**src/rtl/cpu_types_pkg.sv**
```systemverilog
// Shared CPU types: register address/data widths, the write-back entry
// layout, and the write-port source encoding.
package cpu_types_pkg;
    localparam int REG_ADDR_W = 5;
    localparam int XLEN       = 32;

    typedef logic [REG_ADDR_W-1:0] reg_addr_t;

    typedef struct packed {
        reg_addr_t       rd;
        logic [XLEN-1:0] data;
    } wb_entry_t;

    // Which producer owns the register-file write port this cycle
    typedef enum logic [1:0] {
        SRC_NONE = 2'd0,
        SRC_ALU  = 2'd1,
        SRC_FIFO = 2'd2
    } wb_src_t;
endpackage

```
**src/rtl/regfile_writeback_if.sv**
```systemverilog
// Bundle of the write-back block's producer, scoreboard and register-file
// signals. slave = write-back block, master = its surroundings.
interface regfile_writeback_if
    import cpu_types_pkg::*;
#(
    parameter int WIDTH          = XLEN,
    parameter int ADDRESS_LENGTH = REG_ADDR_W
);
    // Handshakes: a load response transfers on a clock edge where ld_valid and
    // ld_ready are both high; ld_ready never depends on ld_valid. An ALU
    // result transfers when alu_valid is high and alu_stall is low, otherwise
    // the producer holds it. An issue is recorded when issue_valid and
    // issue_ready are both high.
    logic                      alu_valid;
    logic [ADDRESS_LENGTH-1:0] alu_rd;
    logic [WIDTH-1:0]          alu_data;
    logic                      alu_stall;

    logic                      ld_valid;
    logic                      ld_ready;
    logic [ADDRESS_LENGTH-1:0] ld_rd;
    logic [WIDTH-1:0]          ld_data;

    logic                      issue_valid;
    logic [ADDRESS_LENGTH-1:0] issue_rd;
    logic                      issue_ready;

    logic [ADDRESS_LENGTH-1:0] q1_addr;
    logic [ADDRESS_LENGTH-1:0] q2_addr;
    logic                      q1_busy;
    logic                      q2_busy;

    logic [ADDRESS_LENGTH-1:0] rf_a3;
    logic                      rf_we3;
    logic [WIDTH-1:0]          rf_wd3;

    modport slave (
        input  alu_valid, alu_rd, alu_data,
        input  ld_valid, ld_rd, ld_data,
        input  issue_valid, issue_rd,
        input  q1_addr, q2_addr,
        output alu_stall, ld_ready, issue_ready,
        output q1_busy, q2_busy,
        output rf_a3, rf_we3, rf_wd3
    );

    modport master (
        output alu_valid, alu_rd, alu_data,
        output ld_valid, ld_rd, ld_data,
        output issue_valid, issue_rd,
        output q1_addr, q2_addr,
        input  alu_stall, ld_ready, issue_ready,
        input  q1_busy, q2_busy,
        input  rf_a3, rf_we3, rf_wd3
    );
endinterface

```
**src/rtl/sync_fifo.sv**
```systemverilog
// Single-clock FIFO with full/empty flags. Push when full and pop when empty
// are ignored; the head entry is presented combinationally on rdata.
module sync_fifo #(
    parameter int WIDTH = 8,
    parameter int DEPTH = 2
) (
    input  logic             clk,
    input  logic             rst,
    input  logic             push,
    input  logic [WIDTH-1:0] wdata,
    input  logic             pop,
    output logic [WIDTH-1:0] rdata,
    output logic             full,
    output logic             empty
);
    localparam int PTR_W = (DEPTH > 1) ? $clog2(DEPTH) : 1;
    localparam int CNT_W = $clog2(DEPTH + 1);

    logic [WIDTH-1:0] mem [DEPTH];
    logic [PTR_W-1:0] wr_ptr;
    logic [PTR_W-1:0] rd_ptr;
    logic [CNT_W-1:0] count;
    logic             do_push;
    logic             do_pop;

    assign do_push = push && !full;
    assign do_pop  = pop && !empty;
    assign full    = (count == CNT_W'(DEPTH));
    assign empty   = (count == '0);
    assign rdata   = mem[rd_ptr];

    // DEPTH is a power of two, so pointers wrap naturally
    always_ff @(posedge clk or posedge rst) begin
        if (rst) begin
            wr_ptr <= '0;
            rd_ptr <= '0;
            count  <= '0;
        end else begin
            if (do_push) wr_ptr <= wr_ptr + PTR_W'(1);
            if (do_pop)  rd_ptr <= rd_ptr + PTR_W'(1);
            count <= count + CNT_W'(do_push) - CNT_W'(do_pop);
        end
    end

    always_ff @(posedge clk) begin
        if (do_push) mem[wr_ptr] <= wdata;
    end
endmodule

```
**src/rtl/regfile_writeback.sv**
```systemverilog
// Sole driver of the register-file write port: arbitrates ALU results against
// buffered load responses and tracks registers with outstanding loads.
module regfile_writeback
    import cpu_types_pkg::*;
#(
    parameter int WIDTH          = XLEN,
    parameter int ADDRESS_LENGTH = REG_ADDR_W,
    parameter int FIFO_DEPTH     = 2
) (
    input logic              clk,
    input logic              rst,
    regfile_writeback_if.slave wb
);
    localparam int ENTRY_W = ADDRESS_LENGTH + WIDTH;
    localparam int NREG    = 2 ** ADDRESS_LENGTH;

    logic [ENTRY_W-1:0]        fifo_wdata;
    logic [ENTRY_W-1:0]        fifo_rdata;
    logic                      fifo_full;
    logic                      fifo_empty;
    logic                      fifo_push;
    logic                      fifo_pop;
    logic [ADDRESS_LENGTH-1:0] head_rd;
    logic [WIDTH-1:0]          head_data;

    wb_src_t                   sel;
    logic [ADDRESS_LENGTH-1:0] sel_rd;
    logic [WIDTH-1:0]          sel_data;
    logic                      sel_write;

    logic                      rf_we3_q;
    logic [ADDRESS_LENGTH-1:0] rf_a3_q;
    logic [WIDTH-1:0]          rf_wd3_q;
    logic                      src_fifo_q;

    logic [NREG-1:0]           busy;
    logic [NREG-1:0]           busy_next;
    logic                      issue_ok;

    assign fifo_wdata = {wb.ld_rd, wb.ld_data};
    assign fifo_push  = wb.ld_valid && !fifo_full;
    assign fifo_pop   = (sel == SRC_FIFO);
    assign head_rd    = fifo_rdata[ENTRY_W-1 -: ADDRESS_LENGTH];
    assign head_data  = fifo_rdata[WIDTH-1:0];

    sync_fifo #(
        .WIDTH(ENTRY_W),
        .DEPTH(FIFO_DEPTH)
    ) u_ld_fifo (
        .clk  (clk),
        .rst  (rst),
        .push (fifo_push),
        .wdata(fifo_wdata),
        .pop  (fifo_pop),
        .rdata(fifo_rdata),
        .full (fifo_full),
        .empty(fifo_empty)
    );

    // A full FIFO takes priority so load responses can always drain
    always_comb begin
        sel          = SRC_NONE;
        wb.alu_stall = 1'b0;
        if (fifo_full) begin
            sel          = SRC_FIFO;
            wb.alu_stall = wb.alu_valid;
        end else if (wb.alu_valid) begin
            sel = SRC_ALU;
        end else if (!fifo_empty) begin
            sel = SRC_FIFO;
        end
    end

    always_comb begin
        sel_rd   = '0;
        sel_data = '0;
        case (sel)
            SRC_ALU: begin
                sel_rd   = wb.alu_rd;
                sel_data = wb.alu_data;
            end
            SRC_FIFO: begin
                sel_rd   = head_rd;
                sel_data = head_data;
            end
            default: ;
        endcase
    end

    // x0 winners are consumed without producing a write
    assign sel_write = (sel != SRC_NONE) && (sel_rd != '0);

    always_ff @(posedge clk or posedge rst) begin
        if (rst) begin
            rf_we3_q   <= 1'b0;
            rf_a3_q    <= '0;
            rf_wd3_q   <= '0;
            src_fifo_q <= 1'b0;
        end else begin
            rf_we3_q   <= sel_write;
            src_fifo_q <= (sel == SRC_FIFO);
            if (sel_write) begin
                rf_a3_q  <= sel_rd;
                rf_wd3_q <= sel_data;
            end
        end
    end

    assign issue_ok = wb.issue_valid && wb.issue_ready;

    // Clear from the completing load write first, so a same-cycle issue wins
    always_comb begin
        busy_next = busy;
        if (rf_we3_q && src_fifo_q) busy_next[rf_a3_q] = 1'b0;
        if (issue_ok) busy_next[wb.issue_rd] = 1'b1;
        busy_next[0] = 1'b0;
    end

    always_ff @(posedge clk or posedge rst) begin
        if (rst) busy <= '0;
        else     busy <= busy_next;
    end

    assign wb.ld_ready    = !fifo_full;
    assign wb.issue_ready = !busy[wb.issue_rd];
    assign wb.q1_busy     = busy[wb.q1_addr];
    assign wb.q2_busy     = busy[wb.q2_addr];
    assign wb.rf_we3      = rf_we3_q;
    assign wb.rf_a3       = rf_a3_q;
    assign wb.rf_wd3      = rf_wd3_q;
endmodule

```
**src/flat_wrapper.sv**
```systemverilog
// flat-port wrapper written by rule: the top's interface ports become plain ports
module regfile_writeback_flat import cpu_types_pkg::*;
#(
    parameter int WIDTH          = XLEN,
    parameter int ADDRESS_LENGTH = REG_ADDR_W,
    parameter int FIFO_DEPTH     = 2
)
  (clk, rst, wb_alu_valid, wb_alu_rd, wb_alu_data, wb_ld_valid, wb_ld_rd, wb_ld_data, wb_issue_valid, wb_issue_rd, wb_q1_addr, wb_q2_addr, wb_alu_stall, wb_ld_ready, wb_issue_ready, wb_q1_busy, wb_q2_busy, wb_rf_a3, wb_rf_we3, wb_rf_wd3);
  regfile_writeback_if #(.WIDTH(WIDTH), .ADDRESS_LENGTH(ADDRESS_LENGTH)) wb_i ();
  input logic clk;
  input logic rst;
  input wire logic [$bits(wb_i.alu_valid)-1:0] wb_alu_valid;
  input wire logic [$bits(wb_i.alu_rd)-1:0] wb_alu_rd;
  input wire logic [$bits(wb_i.alu_data)-1:0] wb_alu_data;
  input wire logic [$bits(wb_i.ld_valid)-1:0] wb_ld_valid;
  input wire logic [$bits(wb_i.ld_rd)-1:0] wb_ld_rd;
  input wire logic [$bits(wb_i.ld_data)-1:0] wb_ld_data;
  input wire logic [$bits(wb_i.issue_valid)-1:0] wb_issue_valid;
  input wire logic [$bits(wb_i.issue_rd)-1:0] wb_issue_rd;
  input wire logic [$bits(wb_i.q1_addr)-1:0] wb_q1_addr;
  input wire logic [$bits(wb_i.q2_addr)-1:0] wb_q2_addr;
  output wire logic [$bits(wb_i.alu_stall)-1:0] wb_alu_stall;
  output wire logic [$bits(wb_i.ld_ready)-1:0] wb_ld_ready;
  output wire logic [$bits(wb_i.issue_ready)-1:0] wb_issue_ready;
  output wire logic [$bits(wb_i.q1_busy)-1:0] wb_q1_busy;
  output wire logic [$bits(wb_i.q2_busy)-1:0] wb_q2_busy;
  output wire logic [$bits(wb_i.rf_a3)-1:0] wb_rf_a3;
  output wire logic [$bits(wb_i.rf_we3)-1:0] wb_rf_we3;
  output wire logic [$bits(wb_i.rf_wd3)-1:0] wb_rf_wd3;
  assign wb_i.alu_valid = wb_alu_valid;
  assign wb_i.alu_rd = wb_alu_rd;
  assign wb_i.alu_data = wb_alu_data;
  assign wb_i.ld_valid = wb_ld_valid;
  assign wb_i.ld_rd = wb_ld_rd;
  assign wb_i.ld_data = wb_ld_data;
  assign wb_i.issue_valid = wb_issue_valid;
  assign wb_i.issue_rd = wb_issue_rd;
  assign wb_i.q1_addr = wb_q1_addr;
  assign wb_i.q2_addr = wb_q2_addr;
  assign wb_alu_stall = wb_i.alu_stall;
  assign wb_ld_ready = wb_i.ld_ready;
  assign wb_issue_ready = wb_i.issue_ready;
  assign wb_q1_busy = wb_i.q1_busy;
  assign wb_q2_busy = wb_i.q2_busy;
  assign wb_rf_a3 = wb_i.rf_a3;
  assign wb_rf_we3 = wb_i.rf_we3;
  assign wb_rf_wd3 = wb_i.rf_wd3;
  regfile_writeback #(.WIDTH(WIDTH), .ADDRESS_LENGTH(ADDRESS_LENGTH), .FIFO_DEPTH(FIFO_DEPTH)) u_core (.clk(clk), .rst(rst), .wb(wb_i));
endmodule
```
**config.mk**
```make
export PLATFORM = sky130hd
export DESIGN_NAME = regfile_writeback_flat
export DESIGN_NICKNAME = d
export VERILOG_FILES = /design/src/rtl/cpu_types_pkg.sv /design/src/rtl/regfile_writeback_if.sv /design/src/rtl/sync_fifo.sv /design/src/rtl/regfile_writeback.sv /design/src/flat_wrapper.sv
export SDC_FILE = /design/constraint.sdc
export NUM_CORES = 1
export LEC_CHECK = 0
export BUFFER_PORTS_ARGS = -buffer_cell sky130_fd_sc_hd__buf_2
export CAP_MARGIN = 25
export CORE_MARGIN = 1
export CORE_UTILIZATION = 35
export DETAILED_ROUTE_END_ITERATION = 7
export GPL_ROUTABILITY_DRIVEN = 0
export HOLD_SLACK_MARGIN = 0.06
export SETUP_SLACK_MARGIN = 0.1
export SLEW_MARGIN = 0
export SYNTH_ARGS = -nofsm -noshare
export SYNTH_HDL_FRONTEND = slang
export SYNTH_SLANG_ARGS = --single-unit
```
**constraint.sdc**
```tcl
create_clock -name clk -period 5.75 [get_ports clk]
set_clock_uncertainty 0.05 [all_clocks]
set_input_delay 0.2875 -clock clk [delete_from_list [all_inputs] [get_ports clk]]
set_output_delay 0.2875 -clock clk [all_outputs]
set_load 0.01 [all_outputs]
```
## Word level (Yosys, flattened, before mapping)

Memory sizes are Yosys's and may differ from the RTL's.
Cells that the tools add are included.

| cells by class | value |
|---|---|
| $add $sub $neg | 4 |
| multipliers | 0 |
| div/mod/pow operators | 0 |
| $lt $le $gt $ge | 6 |
| equality and inequality tests | 3 |
| shifts and indexed selects | 0 |
| multiplexer cells | 20 |
| bitwise gates (word level) | 3 |
| reduce and logical (&&, ||, !) cells | 14 |

Operators with widths:

| cell | count |
|---|---|
| $mux 32 | 2 |
| $pmux 32 s2 | 1 |
| $and 32x32->32 | 1 |
| $not 32->32 | 1 |
| $or 32x32->32 | 1 |
| $lt 5x6->1 const B | 4 |
| $bmux 1 s5 | 3 |
| $demux 1 s5 | 2 |
| $ge 5x1->1 const B | 2 |
| $pmux 5 s2 | 1 |
| $logic_and 1x1->1 | 8 |
| $mux 1 | 8 |
| $mux 2 | 3 |
| $reduce_bool 5->1 | 1 |
| $eq 2x2->1 const B | 2 |
| $logic_not 1->1 | 3 |
| $add 1x1->1 const B | 2 |
| $add 2x1->2 | 1 |
| $eq 2x1->1 const B | 1 |
| $logic_not 2->1 | 1 |
| $reduce_bool 2->1 | 1 |
| $sub 2x1->2 | 1 |

| storage, ports and cells | value |
|---|---|
| bits in registers | 74 |
| latch bits | 0 |
| bits in writable memories | 74 |
| memory bits (read-only) | 0 |
| input port bits | 94 |
| output and inout bits | 43 |
| word-level logic and storage cells | 59 |
| memories | 1 |

Memories:

| memory | depth | bits a word | read ports | clocked after Yosys merged registers in | write ports | line | RTL |
|---|---|---|---|---|---|---|---|
| u_core.u_ld_fifo.mem | 2 | 37 | 1 | 0 | 1 | sync_fifo.sv:19 | `logic [WIDTH-1:0] mem [DEPTH];` |

## Longest topological paths before layout

| depth | value |
|---|---|
| depth in word-level cells | 9 |
| mapped depth | 11 |
| gate-level depth less buffers | 8 |

## By module

A second synthesis with hierarchy kept.

| unflattened totals | value |
|---|---|
| cell total of the unflattened synthesis | 540 |
| area, all modules | 6910.4 um2 |

By module, submodules not included:

| module | times used | cells each | area an instance (um2) | sequential area each (um2) |
|---|---|---|---|---|
| regfile_writeback | 1 | 406 | 3956.3 | 1751.7 |
| sync_fifo | 1 | 134 | 2954.1 | 2322.2 |

## Least setup slack after synthesis

OpenSTA, ideal clock, no wires.

| timing | value |
|---|---|
| path kind | register to register |
| start point | register u_core.u_ld_fifo.count[0] |
| end point | memory u_core.u_ld_fifo.mem[0][0] in the netlist's numbering, enable pin |
| data arrival time | 2.288 ns |
| required time | 5.269 ns |
| slack | 2.981 ns |
| cell stages (with the launch flop) | 5 |
| path buffers | 1 |
| period minus slack after synthesis | 2.769 ns |
| cell sequence | dfrtp_1 > nand2b_1 > buf_2 > nand2_1 > nor2_1 |

| on the way | value |
|---|---|
| longest elaborated chain between the ends | 6 |

Ends and longest elaborated chain:

| element | line | RTL |
|---|---|---|
| start, declared | sync_fifo.sv:22 | `logic [CNT_W-1:0] count;` |
| start signal, assigned | sync_fifo.sv:41 | `count <= count + CNT_W'(do_push) - CNT_W'(do_pop);` |
| $eq 2x2->1 (*) | sync_fifo.sv:28 | `assign full = (count == CNT_W'(DEPTH));` |
| $logic_not 1->1 (*) | -- |  |
| named net wb_ld_ready | flat_wrapper.sv:23 | `output wire logic [$bits(wb_i.ld_ready)-1:0] wb_ld_ready;` |
| $logic_and 1x1->1 | regfile_writeback.sv:41 | `assign fifo_push = wb.ld_valid && !fifo_full;` |
| $logic_and 1x1->1 (*) | sync_fifo.sv:26 | `assign do_push = push && !full;` |
| $mux 1 (*) | sync_fifo.sv:46 | `if (do_push) mem[wr_ptr] <= wdata;` |
| $mux 1 (not written as such) (*) | sync_fifo.sv:46 |  |
| end, declared | sync_fifo.sv:19 |  |

Mark *: on every way through the listed nets, which the timed path passes. The rest lies on a longest branch.

## Worst setup path after layout

| timing | value |
|---|---|
| start point | register u_core.busy[24] |
| end point | output wb_issue_ready |

| on the way | value |
|---|---|
| longest elaborated chain between the ends | 3 |

Ends and longest elaborated chain:

| element | line | RTL |
|---|---|---|
| start, declared | regfile_writeback.sv:36 | `logic [NREG-1:0] busy;` |
| start signal, assigned | regfile_writeback.sv:121 | `else busy <= busy_next;` |
| $bmux 1 s5 | regfile_writeback.sv:125 | `assign wb.issue_ready = !busy[wb.issue_rd];` |
| $mux 1 (not written as such) | regfile_writeback.sv:125 |  |
| $logic_not 1->1 | regfile_writeback.sv:125 |  |
| end, declared | flat_wrapper.sv:24 | `output wire logic [$bits(wb_i.issue_ready)-1:0] wb_issue_ready;` |

No other way between the ends. The select of a mux whose other input is x is not followed.

==> flow_metrics.env <==
export IMPL_status="completed"
export IMPL_ys_types=44
export IMPL_die_h_um=142
export IMPL_rsz0062_at_grt="no"
export IMPL_hpwl_um=11500
export IMPL_startpoint="u_core.busy[24]"
export IMPL_maxCapViolations=0
export IMPL_crit_fanout=4
export IMPL_rows=50
export IMPL_ys_ff_latch=148
export IMPL_clk_latency_ns=0.42
export IMPL_syn_num_nets=620
export IMPL_critical_path_startpoint_type="flip-flop"
export IMPL_pin_count=137
export IMPL_slew_violations=0
export IMPL_layout_nets=798
export IMPL_r2r_end="u_core.wb.rf_wd3[28]"
export IMPL_grt_util_all_layers_pct=17.4
export IMPL_route_final_wire_length_um=16700
export IMPL_drive_gt1_share_pct=33.6
export IMPL_grt_pass1_vias=5114
export IMPL_grt_max_degree=75
export IMPL_core_area_um2=18900
export IMPL_r2r_start="u_core.u_ld_fifo.count[0]"
export IMPL_cts_repair_resized=0
export IMPL_cts_clk_slew_worst_paths_ns=0.07
export IMPL_numPortBuffers=136
export IMPL_grt_overflow=0
export IMPL_postPlaceCellArea_um2=7820
export IMPL_antenna_found_initial=0
export IMPL_design_area_um2=8920
export IMPL_peakVddDrop_uv=246
export IMPL_power_uw=4580
export IMPL_root_buffer="clkbuf_16"
export IMPL_dr_pass1_iters=6
export IMPL_netlist_instances=524
export IMPL_setup_tns_final_ns=0
export IMPL_slew_headroom_pct=38.4
export IMPL_pwr_density_cell_nw_per_um2=514
export IMPL_clkSinkCount=148
export IMPL_syn_mean_instance_area_um2=13.0
export IMPL_initialDrtViolationCount=334
export IMPL_route_vias_total=5060
export IMPL_async_reset_ff_share_pct=50.0
export IMPL_r2r_setup_slack_ns=3.36
export IMPL_cts_tree="done"
export IMPL_synthTopCellsByArea="edfxtp_1 (33%), dfrtp_1 (27%), o21ai_0 (7.4%)"
export IMPL_critPathCaptureType="output pin"
export IMPL_rr_worst_depth=5
export IMPL_worst_ep_required_time_ns=5.41
export IMPL_worst_pin_slew_ns=0.925
export IMPL_synth_ff_type="edfxtp_1"
export IMPL_drcViolationCount=0
export IMPL_min_period_ns=2.58
export IMPL_cts_path_max_buffers=2
export IMPL_arrival_ns=2.24
export IMPL_netlist_area_um2=6830
export IMPL_synth_edf_count=74
export IMPL_finalCritPeriodShare_pct=44.8
export IMPL_worstSetupPathType="flip-flop to output pin"
export IMPL_viasPerCell=5.19
export IMPL_finalHoldViolCount=0
export IMPL_hp_start="wb_alu_data[21]"
export IMPL_wl_per_cell_um=17.1
export IMPL_yosys_warnings=0
export IMPL_grt_pass1_wl_um=26700
export IMPL_hold_end="u_core.wb.rf_wd3[21]"
export IMPL_ant_nets=0
export IMPL_p_leak_uw=0.00366
export IMPL_fill_cells=1726
export IMPL_syn_to_final_growth_pct=30.5
export IMPL_yosysTopAreaCell="edfxtp_1"
export IMPL_dieWidth_um=142
export IMPL_hold_class="input pin to flip-flop"
export IMPL_cts_max_level=4
export IMPL_numCtsBuffers=17
export IMPL_max_freq_ghz=0.388
export IMPL_hold_depth=4
export IMPL_ys_seq_area_share_pct=59.6
export IMPL_initial_core_util_pct=36.2
export IMPL_diodes=0
export IMPL_die_area_um2=20100
export IMPL_setup_viol=0
export IMPL_synth_top_area_share_pct=32.5
[cell usage after synthesis (2+ instances only)]
master     instances
or3_1              2
nand2b_1           7
o221ai_1           3
buf_1              2
nand3_1            9
a21oi_1            9
and3_1             4
dfrtp_1           74
nand3b_1           6
clkbuf_1          13
mux2_4            14
buf_6              2
nor2b_1            2
or2_2              2
mux2i_1           44
and2_1             2
mux2_2            22
nand4_1            4
o21bai_1           2
a2111oi_0          4
mux4_2            18
o21ai_0          101
buf_2             10
or3b_2             3
nor3b_1            2
ha_1               2
inv_1              9
xnor2_1            4
nand2_1           47
o22ai_1            3
nor2_1            12
edfxtp_1          74
[layer usage]
layer	global-route usage, %	share of wire, %
met2	28.6	47
met1	22.4	45
met4	6.34	1.5
met3	4.08	7.1
met5	0	0
[critical path, cell delays in order (launching register included)]
cell and delay [ns]:
dfrtp_1 0.41, mux4_2 0.47, and3_1 0.21, a41oi_1 0.17
nand3_1 0.10, a211oi_1 0.28, buf_2 0.20
[how the worst max path moves through the flow]
stage,slack (ns),endpoint
final,3.17,wb_issue_ready
after CTS,3.17,wb_issue_ready
after global routing,2.97,wb_issue_ready
after global placement,2.89,u_core.wb.rf_wd3[22]
after detailed placement,3.35,wb_issue_ready
after floorplan,2.98,u_core.u_ld_fifo.mem[0][0]
[timing repair]
item                                   CTS  global route
endpoints found under the hold margin   79            23
setup endpoints to repair                0             0
hold buffers                            42             1
setup buffers                            0             0
[sequential cells by signal, indices dropped and copies added, names as in the netlist]
name,count
u_core.u_ld_fifo.wr_ptr,1
u_core.u_ld_fifo.mem,74
u_core.wb.rf_a3,5
u_core.wb.rf_we3,1
u_core.u_ld_fifo.rd_ptr,1
u_core.src_fifo_q,1
u_core.busy,31
u_core.wb.rf_wd3,32
u_core.u_ld_fifo.count,2
[placed cells by master (no fill, tap or decap), drive strengths merged, types with 5 or more instances in the layout]
master,synthesis,final
nand2b,7,7
dfrtp,74,74
clkbuf,13,17
nand3,9,9
nand2,47,47
edfxtp,74,74
dlygate4sd3,0,43
clkinv,0,5
mux2i,44,44
buf,15,144
a21oi,9,9
mux4,18,18
mux2,36,36
nor2,12,12
o21ai,102,102
nand3b,6,6
inv,9,16
[report_power, final]
part	internal [uW]	leakage, uW	switching (uW)
logic	791	0.00181	828
registers	1520	0.00154	266
clock network	704	0.000313	474
[cell families after synthesis]
group	synth area share, %
xor gates and xnor gates	0.513
adders and majority gates	0.366
and+or+nand+nor	7.80
muxes	19.1
AOI/OAI and AO/OA	10.1
DFF	59.6
buffers and inverters	2.49
[through the flow]
step                      instances  util [%]  setup WS, ns  hold WS [ns]
final                           975      47.2          3.17         0.145
after global routing            975      47.2          2.97         0.156
after CTS                       973      47.0          3.17         0.127
after detailed placement        899      41.4          3.35         0.429
after global placement          897      41.1          2.89         0.425
after floorplan                 524         -          2.98         0.336
[area by class of cell]
type	instances	area (um2)	area share, %
flip-flops and latches	148	4080	45.7
multi-input cells	339	2610	29.3
repair buffers	187	1230	13.8
clock buffers	17	425	4.77
well taps	260	325	3.65
clock inverters	15	211	2.37
inverters	9	35.0	0.393
Power figures use the tool's default switching activity.
